[src/rtl/control_sequencer_if.sv]
// Signal bundle between the instruction sequencer and its decoder/RAM/debug environment.
// master is the sequencer side; slave is the environment driving RAM data and decoder feedback.
interface control_sequencer_if #(
    parameter int INSTR_W = 16,
    parameter int COUNT_W = 16
);
    logic [INSTR_W-1:0] ram_q;
    logic               sm_extra;
    logic               stop;
    logic               run;
    logic               step;
    logic               resume;
    logic [INSTR_W-1:0] instruction;
    logic [1:0]         state;
    logic               halted;
    logic               paused;
    logic [COUNT_W-1:0] instr_count;

    modport master (
        input  ram_q, sm_extra, stop, run, step, resume,
        output instruction, state, halted, paused, instr_count
    );

    modport slave (
        output ram_q, sm_extra, stop, run, step, resume,
        input  instruction, state, halted, paused, instr_count
    );
endinterface

[src/rtl/control_sequencer.sv]
// Instruction-cycle sequencer: FETCH/EXEC1/EXEC2/IDLE cycle state, instruction register,
// halt/pause/single-step control and a retired-instruction counter. All outputs registered.
module control_sequencer #(
    parameter int INSTR_W = 16,
    parameter int COUNT_W = 16
) (
    input logic                 clock,
    input logic                 reset,
    control_sequencer_if.master bus
);
    // Encoding is dictated by the decoder; IDLE matches none of its phase decodes.
    typedef enum logic [1:0] {
        FETCH = 2'b00,
        EXEC1 = 2'b10,
        EXEC2 = 2'b01,
        IDLE  = 2'b11
    } state_t;

    state_t             state_q, state_d;
    logic [INSTR_W-1:0] instr_q, instr_d;
    logic [COUNT_W-1:0] count_q, count_d;
    logic               halted_q, halted_d;
    logic               paused_q, paused_d;
    logic               pending_q, pending_d;
    logic               go;
    logic               retire;

    always_ff @(posedge clock) begin
        if (reset) begin
            state_q   <= FETCH;
            instr_q   <= '0;
            count_q   <= '0;
            halted_q  <= 1'b0;
            paused_q  <= 1'b0;
            pending_q <= 1'b0;
        end else begin
            state_q   <= state_d;
            instr_q   <= instr_d;
            count_q   <= count_d;
            halted_q  <= halted_d;
            paused_q  <= paused_d;
            pending_q <= pending_d;
        end
    end

    always_comb begin
        state_d   = state_q;
        instr_d   = instr_q;
        count_d   = count_q;
        halted_d  = halted_q;
        paused_d  = paused_q;
        pending_d = pending_q;
        retire    = 1'b0;
        go        = bus.run | pending_q;

        unique case (state_q)
            FETCH: begin
                if (bus.stop) begin
                    state_d  = IDLE;
                    halted_d = 1'b1;
                end else begin
                    state_d   = EXEC1;
                    instr_d   = bus.ram_q;
                    pending_d = 1'b0;
                end
            end
            EXEC1: begin
                if (bus.stop) begin
                    state_d  = IDLE;
                    halted_d = 1'b1;
                end else if (bus.sm_extra) begin
                    state_d = EXEC2;
                end else begin
                    retire = 1'b1;
                end
            end
            EXEC2: begin
                if (bus.stop) begin
                    state_d  = IDLE;
                    halted_d = 1'b1;
                end else begin
                    retire = 1'b1;
                end
            end
            IDLE: begin
                if (halted_q) begin
                    if (bus.resume) begin
                        state_d   = FETCH;
                        halted_d  = 1'b0;
                        pending_d = 1'b0;
                    end
                end else if (go) begin
                    state_d   = FETCH;
                    paused_d  = 1'b0;
                    pending_d = 1'b0;
                end
            end
            default: state_d = FETCH;
        endcase

        if (retire) begin
            count_d = count_q + 1'b1;
            if (go) begin
                state_d = FETCH;
            end else begin
                state_d  = IDLE;
                paused_d = 1'b1;
            end
        end

        // A step arriving mid-instruction is kept for the next one, so set wins over clear.
        if (bus.step && !bus.run && !halted_q) begin
            pending_d = 1'b1;
        end
    end

    assign bus.instruction = instr_q;
    assign bus.state       = state_q;
    assign bus.halted      = halted_q;
    assign bus.paused      = paused_q;
    assign bus.instr_count = count_q;
endmodule

[src/flat_wrapper.sv]
// flat-port wrapper written by rule: the top's interface ports become plain ports
module control_sequencer_flat 
#(
    parameter int INSTR_W = 16,
    parameter int COUNT_W = 16
)
  (clock, reset, bus_ram_q, bus_sm_extra, bus_stop, bus_run, bus_step, bus_resume, bus_instruction, bus_state, bus_halted, bus_paused, bus_instr_count);
  control_sequencer_if #(.INSTR_W(INSTR_W), .COUNT_W(COUNT_W)) bus_i ();
  input logic clock;
  input logic reset;
  input wire logic [$bits(bus_i.ram_q)-1:0] bus_ram_q;
  input wire logic [$bits(bus_i.sm_extra)-1:0] bus_sm_extra;
  input wire logic [$bits(bus_i.stop)-1:0] bus_stop;
  input wire logic [$bits(bus_i.run)-1:0] bus_run;
  input wire logic [$bits(bus_i.step)-1:0] bus_step;
  input wire logic [$bits(bus_i.resume)-1:0] bus_resume;
  output wire logic [$bits(bus_i.instruction)-1:0] bus_instruction;
  output wire logic [$bits(bus_i.state)-1:0] bus_state;
  output wire logic [$bits(bus_i.halted)-1:0] bus_halted;
  output wire logic [$bits(bus_i.paused)-1:0] bus_paused;
  output wire logic [$bits(bus_i.instr_count)-1:0] bus_instr_count;
  assign bus_i.ram_q = bus_ram_q;
  assign bus_i.sm_extra = bus_sm_extra;
  assign bus_i.stop = bus_stop;
  assign bus_i.run = bus_run;
  assign bus_i.step = bus_step;
  assign bus_i.resume = bus_resume;
  assign bus_instruction = bus_i.instruction;
  assign bus_state = bus_i.state;
  assign bus_halted = bus_i.halted;
  assign bus_paused = bus_i.paused;
  assign bus_instr_count = bus_i.instr_count;
  control_sequencer #(.INSTR_W(INSTR_W), .COUNT_W(COUNT_W)) u_core (.clock(clock), .reset(reset), .bus(bus_i));
endmodule
[config.mk]
export PLATFORM = sky130hd
export DESIGN_NAME = control_sequencer_flat
export DESIGN_NICKNAME = d
export VERILOG_FILES = /design/src/rtl/control_sequencer_if.sv /design/src/rtl/control_sequencer.sv /design/src/flat_wrapper.sv
export SDC_FILE = /design/constraint.sdc
export NUM_CORES = 1
export LEC_CHECK = 0
export CORE_ASPECT_RATIO = 1.1
export CORE_MARGIN = 10
export CORE_UTILIZATION = 40
export DETAILED_ROUTE_END_ITERATION = 8
export PLACE_DENSITY = 0.71
export SLEW_MARGIN = 30
export SYNTH_ARGS = -nofsm -noshare
export SYNTH_HDL_FRONTEND = slang
export SYNTH_SLANG_ARGS = --single-unit
export TNS_END_PERCENT = 1
[constraint.sdc]
create_clock -name clock -period 2.76 [get_ports clock]
set_input_delay 0.828 -clock clock [delete_from_list [all_inputs] [get_ports clock]]
set_output_delay 0.828 -clock clock [all_outputs]
set_load 0.03 [all_outputs]
# Yosys cells after proc, flatten, opt, wreduce, memory -nomap -nowiden
# Index checks and enable logic that the tools add are counted.
dict set report word_totals {
  out_inout_bits 36
  register_bits 37
  inputBits 23
}
dict set report classes {
  reduce_logical 10
  addsub 1
  n_bitwise 2
  mux 29
  n_eq_ne 11
}
# operator count
set op_table {}
lappend op_table {{$mux W1} 17}
lappend op_table {{$add A16 B1 Y16 const B} 1}
lappend op_table {{$mux W2} 8}
lappend op_table {{$ne A4 B1 Y1 const B} 2}
lappend op_table {{$ne A4 B4 Y1 const B} 2}
lappend op_table {{$pmux W2 S4} 1}
lappend op_table {{$reduce_and A4 Y1} 2}
lappend op_table {{$ne A3 B2 Y1 const B} 2}
lappend op_table {{$pmux W1 S2} 3}
lappend op_table {{$eq A2 B2 Y1 const B} 2}
lappend op_table {{$ne A4 B3 Y1 const B} 1}
lappend op_table {{$reduce_bool A3 Y1} 1}
lappend op_table {{$reduce_or A3 Y1} 1}
lappend op_table {{$eq A2 B1 Y1 const B} 1}
lappend op_table {{$logic_and A1 B1 Y1} 2}
lappend op_table {{$logic_not A1 Y1} 2}
lappend op_table {{$logic_not A2 Y1} 1}
lappend op_table {{$ne A2 B1 Y1 const B} 1}
lappend op_table {{$reduce_and A2 Y1} 1}
lappend op_table {{$not A1 Y1} 1}
lappend op_table {{$or A1 B1 Y1} 1}

# Logic depth before layout (Yosys ltp)
# Gate-level depths: netlist of run 1.
dict set report depth {
  ltp_word 6
  mapped_depth 8
  depth_no_buf 7
}

# Worst setup path before layout of run 1
# Ideal clock, no wire load.
dict set report synth_timing {
  path_type {flip-flop to flip-flop}
  from {register u_core.state_q[1] (netlist: u_core.bus.state[1])}
  to {register u_core.state_q[1] (netlist: u_core.bus.state[1])}
  stages_incl_launch_ff 9
  path_buffers 1
  setup_slack_ns 0.549
  synth_period_minus_slack_ns 2.211
  t_arrival_ns 2.092
  required_time_ns 2.641
  path_cell_list {dfxtp_1 > inv_1 > ha_1 > nor2b_2 > o21a_1 > buf_2 > a21oi_1 > o2bb2a_1 > o221a_2}
}
dict set report synth_via {
  elab_chain_cells 4
  elab_cells_between_ends 12
  classes_between {7 x eq/ne; 3 x mux; 2 x reduce/logical}
}
# element line
set synth_rtl {}
lappend synth_rtl {{start: declaration} control_sequencer.sv:19} ;# state_t state_q, state_d;
lappend synth_rtl {{start signal: assignment} control_sequencer.sv:37} ;# state_q <= state_d;
lappend synth_rtl {{$eq A2 B1 Y1 / $eq A2 B2 Y1 (equally long branches)} control_sequencer.sv:56} ;# unique case (state_q)
lappend synth_rtl {{$pmux W1 S2} control_sequencer.sv:56}
lappend synth_rtl {{$ne A4 B1 Y1 (no line), or another cell as far along} n/a}
lappend synth_rtl {{$reduce_and A4 Y1 (no line)} n/a}
# Parallel ways exist; a longest one is shown, timed or not.
# A chain may end at the register's enable or synchronous reset.

# Worst setup path in the final report of run 1
dict set report layout_timing {
  from {register u_core.state_q[1] (netlist: u_core.bus.state[1])}
  to {output port bus_state[1]}
}
# element line
set layout_lines {}
lappend layout_lines {{end: declaration} flat_wrapper.sv:18} ;# output wire logic [$bits(bus_i.state)-1:0] bus_state;
# No word-level cell between the ends.

==> metrics.md, run 1 <==
| Metric | Value |
|---|---|
| Hold_buf cts | `0` |
| Critical path class | `flip-flop to output port` |
| Slew HR | `0.587` |
| Die W | `82.7 µm` |
| Worst-path cell chain | `clkdlybuf4s50_1` |
| Pleak | `0.000868 µW` |
| Worst path slowest cell | `clkdlybuf4s50_1` |
| N_diodes | `0` |
| Worst Reg2Reg Path Length in Cells | `6` |
| Crit path time final | `2.31 ns` |
| Hold Vio Cnt, Final | `0` |
| Req. time, crit path | `around 1.9 ns` |
| Total global-route track usage | `0.122` |
| Area grow syn2layout | `41.9%` |
| I/O pins | `59` |
| Initial Utilization | `0.409` |
| Post-synth ARST share | `0` |
| Worst Hold End | `u_core.bus.instruction[12]` |
| Peak Freq | `433 MHz` |
| Clock root cell | `clkbuf_8` |
| Clock latency on the worst-skew pair | `roughly 0.29 ns` |
| Die Y-Extent | `88.9 µm` |
| WL final | `about 4500 µm` |
| Yosys top cell area share | `0.429` |
| VDD IR max | `0.405 mV` |
| WP buf/inv | `1` |
| Status | `finished, final reports clean` |
| Clk slew on worst S/H paths | `0.07 ns` |
| Post-synth EDFFs | `0` |
| Crit start category | `flip-flop` |
| Post-CTS Setup Inserts | `0` |
| Filler cell count in the final layout | `approximately 400` |
| Post-Synth XOR/XNOR Area | `0.0608` |
| Buffers on Ports | `58` |
| Detail Route Antenna Nets | `0` |
| DRC viols | `0` |
| Worst path arrival time | `about 1.5 ns` |
| DP Wirelength | `3340 µm` |
| Die area | `around 0.0074 mm²` |
| Worst stage delay on the critical path | `0.73 ns` |
| Via/cell ratio | `4.96` |
| PD cells | `~710 mW/mm²` |
| Post-synthesis adder-cell area fraction | `0.0507` |
| CTS Buffer Depth | `2` |
| Top Family by Delay on Critical Path | `buffers and inverters` |
| Placeable Area | `0.00422 mm²` |
| HP Start | `u_core.bus.instruction[12]` |
| Yosys warns | `0` |
| First DRT Iteration DRCs | `80` |
| Final estimated routing congestion in global placement | `0.867` |
| H-tree lvl count | `2` |
| Placement Rows | `25` |
| Min-Delay Path Depth | `2` |
| Fin crit share | `0.837` |
| Worst Max-Slew Pin Slew | `0.619 ns` |
| Min-delay worst type | `flip-flop to flip-flop` |
| Post-synthesis cell type count | `37` |
| Initial antenna violation count | `0` |
| Max Cap Viol | `0` |
| Final setup viols | `0` |
| Sequential area share after synthesis | `0.429` |
| Combinational family with the most area after synthesis | `simple AND/OR/NAND/NOR gates` |
| Synth Flop Type | `dfxtp_1` |
| Gr ovfl total | `0` |
| Beginning of the worst register-to-register path | `u_core.bus.state[1]` |
| Worst reg2reg setup slack | `0.61 ns` |
| Share of cells above drive strength 1 | `0.0824` |
| Nets | `296` |
| Drt pass-1 iters | `4` |
| Vias | `1593` |
| CTS Sinks | `37` |
| Worst Setup End Kind | `output port` |
| Pin count of the biggest net entering global routing | `19` |
| Post_cts resized | `0` |
| DR WL/cell | `13.9 µm` |
| RSZ-0062 raised after global routing | `no` |
| Post-synth top area cell | `dfxtp_1` |
| CTS tree | `yes` |
| Sum of negative setup slack | `0 ns` |
| Clk_skew | `0.00595 ns` |
| Mux cell area share after synthesis | `0.0116` |
| Compound-gate portion of the synthesized area | `0.148` |
| Syn Area/Cell | `~8.4 µm²` |
| Mapped Area | `approximately 0.0017 mm²` |
| First-pass GRT wire length | `7070 µm` |
| Area share of and/or/nand/nor cells after synthesis | `0.253` |
| Top post-synthesis cells by area | `dfxtp_1 43%, nand2_1 8.7%, a21oi_1 7.0%` |
| Final Max Slew Viols | `0` |
| Synth Register Bits | `37` |
| Synth Instances | `206` |
| Util after Layout | `0.581` |
| Worst-path fanout max | `7` |
| Reg2reg end | `u_core.bus.instr_count[6]` |
| Inserted Clock Buffers | `5` |
| Mapped Nets | `236` |
| Vias in the first global route | `1502` |
-- Yosys cell counts (all sizes together) (5+ instances only) --
cell,instances
a21oi,24
xnor2,10
nor2,19
inv,7
nand2,40
ha,7
nor4,6
nor2b,5
clkbuf,8
o21ai,6
dfxtp,37
-- cell type report --
type	count	area (µm²)	share of cell area
clock buffer	6	72.6	0.0296
clock inverter	2	10.0	0.00408
inverter	8	30.0	0.0122
multi-input combinational	150	906	0.369
sequential	37	741	0.302
tap	54	67.6	0.0276
timing repair buffer	64	626	0.255
-- state kept, by name (all words and copies together), names as in the netlist --
signal,flops
u_core.bus.paused,1
u_core.pending_q,1
u_core.bus.state,2
u_core.bus.halted,1
u_core.bus.instr_count,16
u_core.bus.instruction,16
-- per-layer routing --
layer | track usage | vias to the layer above | routed length (µm)
met5 | 0 | - | 0
met4 | 0.0411 | 0 | 62
met3 | 0.0573 | 7 | 482
met2 | 0.182 | 49 | 1890
met1 | 0.150 | 723 | 2040
li1 | - | 814 | -
-- where the power goes --
part | switching [µW] | internal, µW | leakage, µW
clock network | 191 | 175 | 0.0000450
registers | 60.5 | 600 | 0.000301
logic | 395 | 310 | 0.000522
-- metrics by stage --
step	hold slack (ns)	area, µm²	cells	worst slack (ns)	power [µW]
2_1_floorplan	0.526	1730	206	0.549	1120
3_3_place_gp	0.442	2370	313	0.285	1370
3_5_place_dp	0.447	2370	313	0.245	1380
4_1_cts	0.458	2450	321	0.428	1750
5_1_grt	0.470	2450	321	0.379	1840
6_report	0.454	2450	321	0.450	1730
-- worst max-delay path by stage --
stage / slack (ns) / to / from / cells past startpoint
global route: 0.38 / bus_instr_count[2] / u_core.bus.instr_count[2] / 1
floorplan: 0.55 / u_core.bus.state[1] / u_core.bus.state[1] / 8
CTS: 0.43 / bus_state[1] / u_core.bus.state[1] / 1
finish: 0.45 / bus_state[1] / u_core.bus.state[1] / 1
detailed placement: 0.25 / u_core.bus.instr_count[6] / bus_sm_extra / 5
global placement: 0.28 / u_core.bus.instr_count[6] / bus_sm_extra / 5
-- kinds of logic (layout without fill, tap and decap cells) --
logic type	count (synthesis)	count (layout)
fa+ha+maj	7	7
simple gates	87	87
mux	2	2
flops	37	37
buf+inv	19	80
xor+xnor	12	12
compound gates	42	42
-- cells in the final DEF, fill, tap and decap left out, drive strengths merged --
cell type      netlist  layout
clkdlybuf4s50        0      58
nand2               40      40
dfxtp               37      37
a21oi               24      24
nor2                19      19
xnor2               10      10
inv                  7       7
ha                   7       7
o21ai                6       6
buf                  3       6
clkbuf               8       6
nor4                 6       6
nor2b                5       5
or3                  4       4
nor3                 4       4
nand3                4       4
clkinv               1       3
nand2b               2       2
o21a                 2       2
nand4                2       2
xor2                 2       2
mux2i                2       2
and4                 1       1
o2111ai              1       1
o211ai               1       1
o21bai               1       1
o2bb2a               1       1
o32ai                1       1
a31oi                1       1
o221a                1       1
a311oi               1       1
a221o                1       1
a22oi                1       1
Power figures use the tool's default switching activity.
==> run 2, diff against run 1 <==
--- a/config.mk
+++ b/config.mk
@@ -9,7 +9,7 @@
 export CORE_MARGIN = 10
 export CORE_UTILIZATION = 40
 export DETAILED_ROUTE_END_ITERATION = 8
-export PLACE_DENSITY = 0.71
+export PLACE_DENSITY = 0.74
 export SLEW_MARGIN = 30
 export SYNTH_ARGS = -nofsm -noshare
 export SYNTH_HDL_FRONTEND = slang
==> constraint.sdc (replaced) <==
create_clock -name clock -period 2.1 [get_ports clock]
set_input_delay 0.63 -clock clock [delete_from_list [all_inputs] [get_ports clock]]
set_output_delay 0.63 -clock clock [all_outputs]
set_load 0.03 [all_outputs]
==> run 2 against run 1 <==
  * Sequential cell count stayed put
  * Sequential power is 32% higher
  * Total power is 49% higher
  * Combinational power is 39% higher
  * Utilization is 3.1 points higher
  * Via count is 0.69% higher
  * Clock skew is 0.0023 ns lower
  * Hold slack hardly changed
  * Clock power is 99% higher
  * Sequential share of layout area is 1.5 points lower
  * Cell count is 2.2% higher
  * Critical endpoint is now bus_instr_count[9]
==> metrics.md, run 2 (synthesis results as in run 1) <==
| Metric | Value |
|---|---|
| Drt pass-1 iters | `4` |
| Die area | `0.00735 mm²` |
| Hold_buf cts | `0` |
| Initial antenna violation count | `0` |
| Initial Utilization | `0.409` |
| Final setup viols | `0` |
| Commonest non-fill, non-tap cell in the layout | `clkdlybuf4s50_1` |
| Status | `finished, final reports clean` |
| N_diodes | `0` |
| Min-delay worst type | `flip-flop to flip-flop` |
| Via/cell ratio | `4.89` |
| Combinational share of power | `0.380` |
| Placement Rows | `25` |
| Non-Filler Instances | `328` |
| Clk_skew | `0.00361 ns` |
| Gr ovfl total | `0` |
| Worst Setup End Kind | `output port` |
| Inserted Clock Buffers | `5` |
| Worst stage delay on the critical path | `0.70 ns` |
| Worst path arrival time | `1.40 ns` |
| Buffers on Ports | `58` |
| CTS Buffer Depth | `2` |
| Worst-path cell chain | `clkdlybuf4s50_1` |
| Die W | `just over 80 µm` |
| Filler cell count in the final layout | `377` |
| VDD IR max | `around 0.45 mV` |
| Nets | `303` |
| Share of cells above drive strength 1 | `0.120` |
| Worst path slowest cell | `clkdlybuf4s50_1` |
| Vias in the first global route | `1628` |
| M2 GR Usage | `0.204` |
| Top Family by Delay on Critical Path | `buffers and inverters` |
| Area occupied by multi-input gates | `921 µm²` |
| Storage element area | `743 µm²` |
| RSZ-0062 raised after global routing | `yes` |
| Crit start category | `flip-flop` |
| Total global-route track usage | `0.125` |
| M1 GR Usage | `0.144` |
| Area grow syn2layout | `49.6%` |
| Dpl cells | `320` |
| Slew HR | `0.733` |
| Die Y-Extent | `88.9 µm` |
| Sw frac | `0.336` |
| Fin crit share | `0.967` |
| Worst Max-Slew Pin Slew | `0.401 ns` |
| Clock Power Share | `0.282` |
| Critical path class | `flip-flop to output port` |
| Pleak | `0.00102 µW` |
| Worst-path fanout max | `5` |
| Placeable Area | `0.00422 mm²` |
| H-tree lvl count | `2` |
| Final Max Slew Viols | `0` |
| Hold Vio Cnt, Final | `0` |
| Int Power | `1710 µW` |
| Peak Freq | `493 MHz` |
| PD cells | `997 mW/mm²` |
| DR WL/cell | `13.5 µm` |
| CTS Sinks | `37` |
| Switch Pwr | `just under 900 µW` |
| Crit path time final | `2.03 ns` |
| First-pass GRT wire length | `7400 µm` |
| Met3 GRT Util | `0.0563` |
| Req. time, crit path | `1.47 ns` |
| DRC viols | `0` |
| Post-DP Area | `0.00242 mm²` |
| Most frequent cells in the layout | `52 x clkdlybuf4s50_1, 40 x nand2_1, 35 x dfxtp_1` |
| Pin count of the biggest net entering global routing | `14` |
| DP Wirelength | `roughly 3400 µm` |
| Clock root cell | `clkbuf_8` |
| Final estimated routing congestion in global placement | `0.881` |
| Top Usage Layer GRT | `met2` |
| I/O pins | `59` |
| Clk slew on worst S/H paths | `0.07 ns` |
| WP buf/inv | `1` |
| Max Cap Viol | `0` |
| Clock latency on the worst-skew pair | `~0.29 ns` |
| CTS tree | `yes` |
| Detail Route Antenna Nets | `0` |
| First DRT Iteration DRCs | `roughly 120` |
| WL final | `4430 µm` |
| Part of the power in registers | `0.337` |
| Final Instance Area | `0.00258 mm²` |
| Vias | `1604` |
## run 2: what timing repair did
action                                  4_1_cts  5_1_grt
resized for setup                             1        7
buffers inserted                              0        0
endpoints found under the setup margin        1        7
## run 2: metrics by stage
step / util / total power (µW) / worst slack, ns / hold WS [ns] / TNS (ns)
after floorplan: - / 1480 / 0.0553 / 0.526 / 0
after global placement: 0.574 / 1850 / -0.100 / 0.442 / -0.467
after detailed placement: 0.574 / 1860 / -0.187 / 0.446 / -1.01
after CTS: 0.606 / 2600 / 0.00366 / 0.457 / 0
after global routing: 0.612 / 2740 / -0.0283 / 0.474 / -0.0283
final: 0.612 / 2580 / 0.0703 / 0.455 / 0
## run 2: layer usage
layer	up-vias	share of wire
li1	824	-
met1	725	0.41
met2	48	0.48
met3	7	0.099
met4	0	0.011
met5	-	0
## run 2: cell type report
cell class | instances | share of cell area
clock buffers | 5 | 0.0266
clock inverters | 3 | 0.0252
inverters | 8 | 0.0116
multi-input cells | 150 | 0.356
flip-flops and latches | 37 | 0.288
well taps | 54 | 0.0261
repair buffers | 71 | 0.267
## run 2: path summary, 6_finish.rpt
check	slack, ns	depth (start not counted)	start	end
hold / removal	0.45	2	u_core.bus.instruction[5]	u_core.bus.instruction[5]
setup / recovery	0.07	1	u_core.bus.instr_count[9]	bus_instr_count[9]
setup reg to reg	0.09	7	u_core.bus.state[1]	u_core.bus.state[1]
hold reg to reg	0.45	2	u_core.bus.instruction[5]	u_core.bus.instruction[5]
## run 2: power by group through the flow
stage	registers (µW)	clock network, µW	logic [µW]
after floorplan	1040	0	445
after global placement	884	0	968
after detailed placement	885	0	977
after CTS	870	746	980
after global routing	884	782	1070
final	870	728	980
==> run 3, diff against run 2 <==
--- a/config.mk
+++ b/config.mk
@@ -9,6 +9,7 @@
 export CORE_MARGIN = 10
 export CORE_UTILIZATION = 40
 export DETAILED_ROUTE_END_ITERATION = 8
+export GPL_ROUTABILITY_DRIVEN = 0
 export PLACE_DENSITY = 0.74
 export SLEW_MARGIN = 30
 export SYNTH_ARGS = -nofsm -noshare
==> results of run 3 <==
The final DEF is identical to that of run 2; final timing and power are the same.
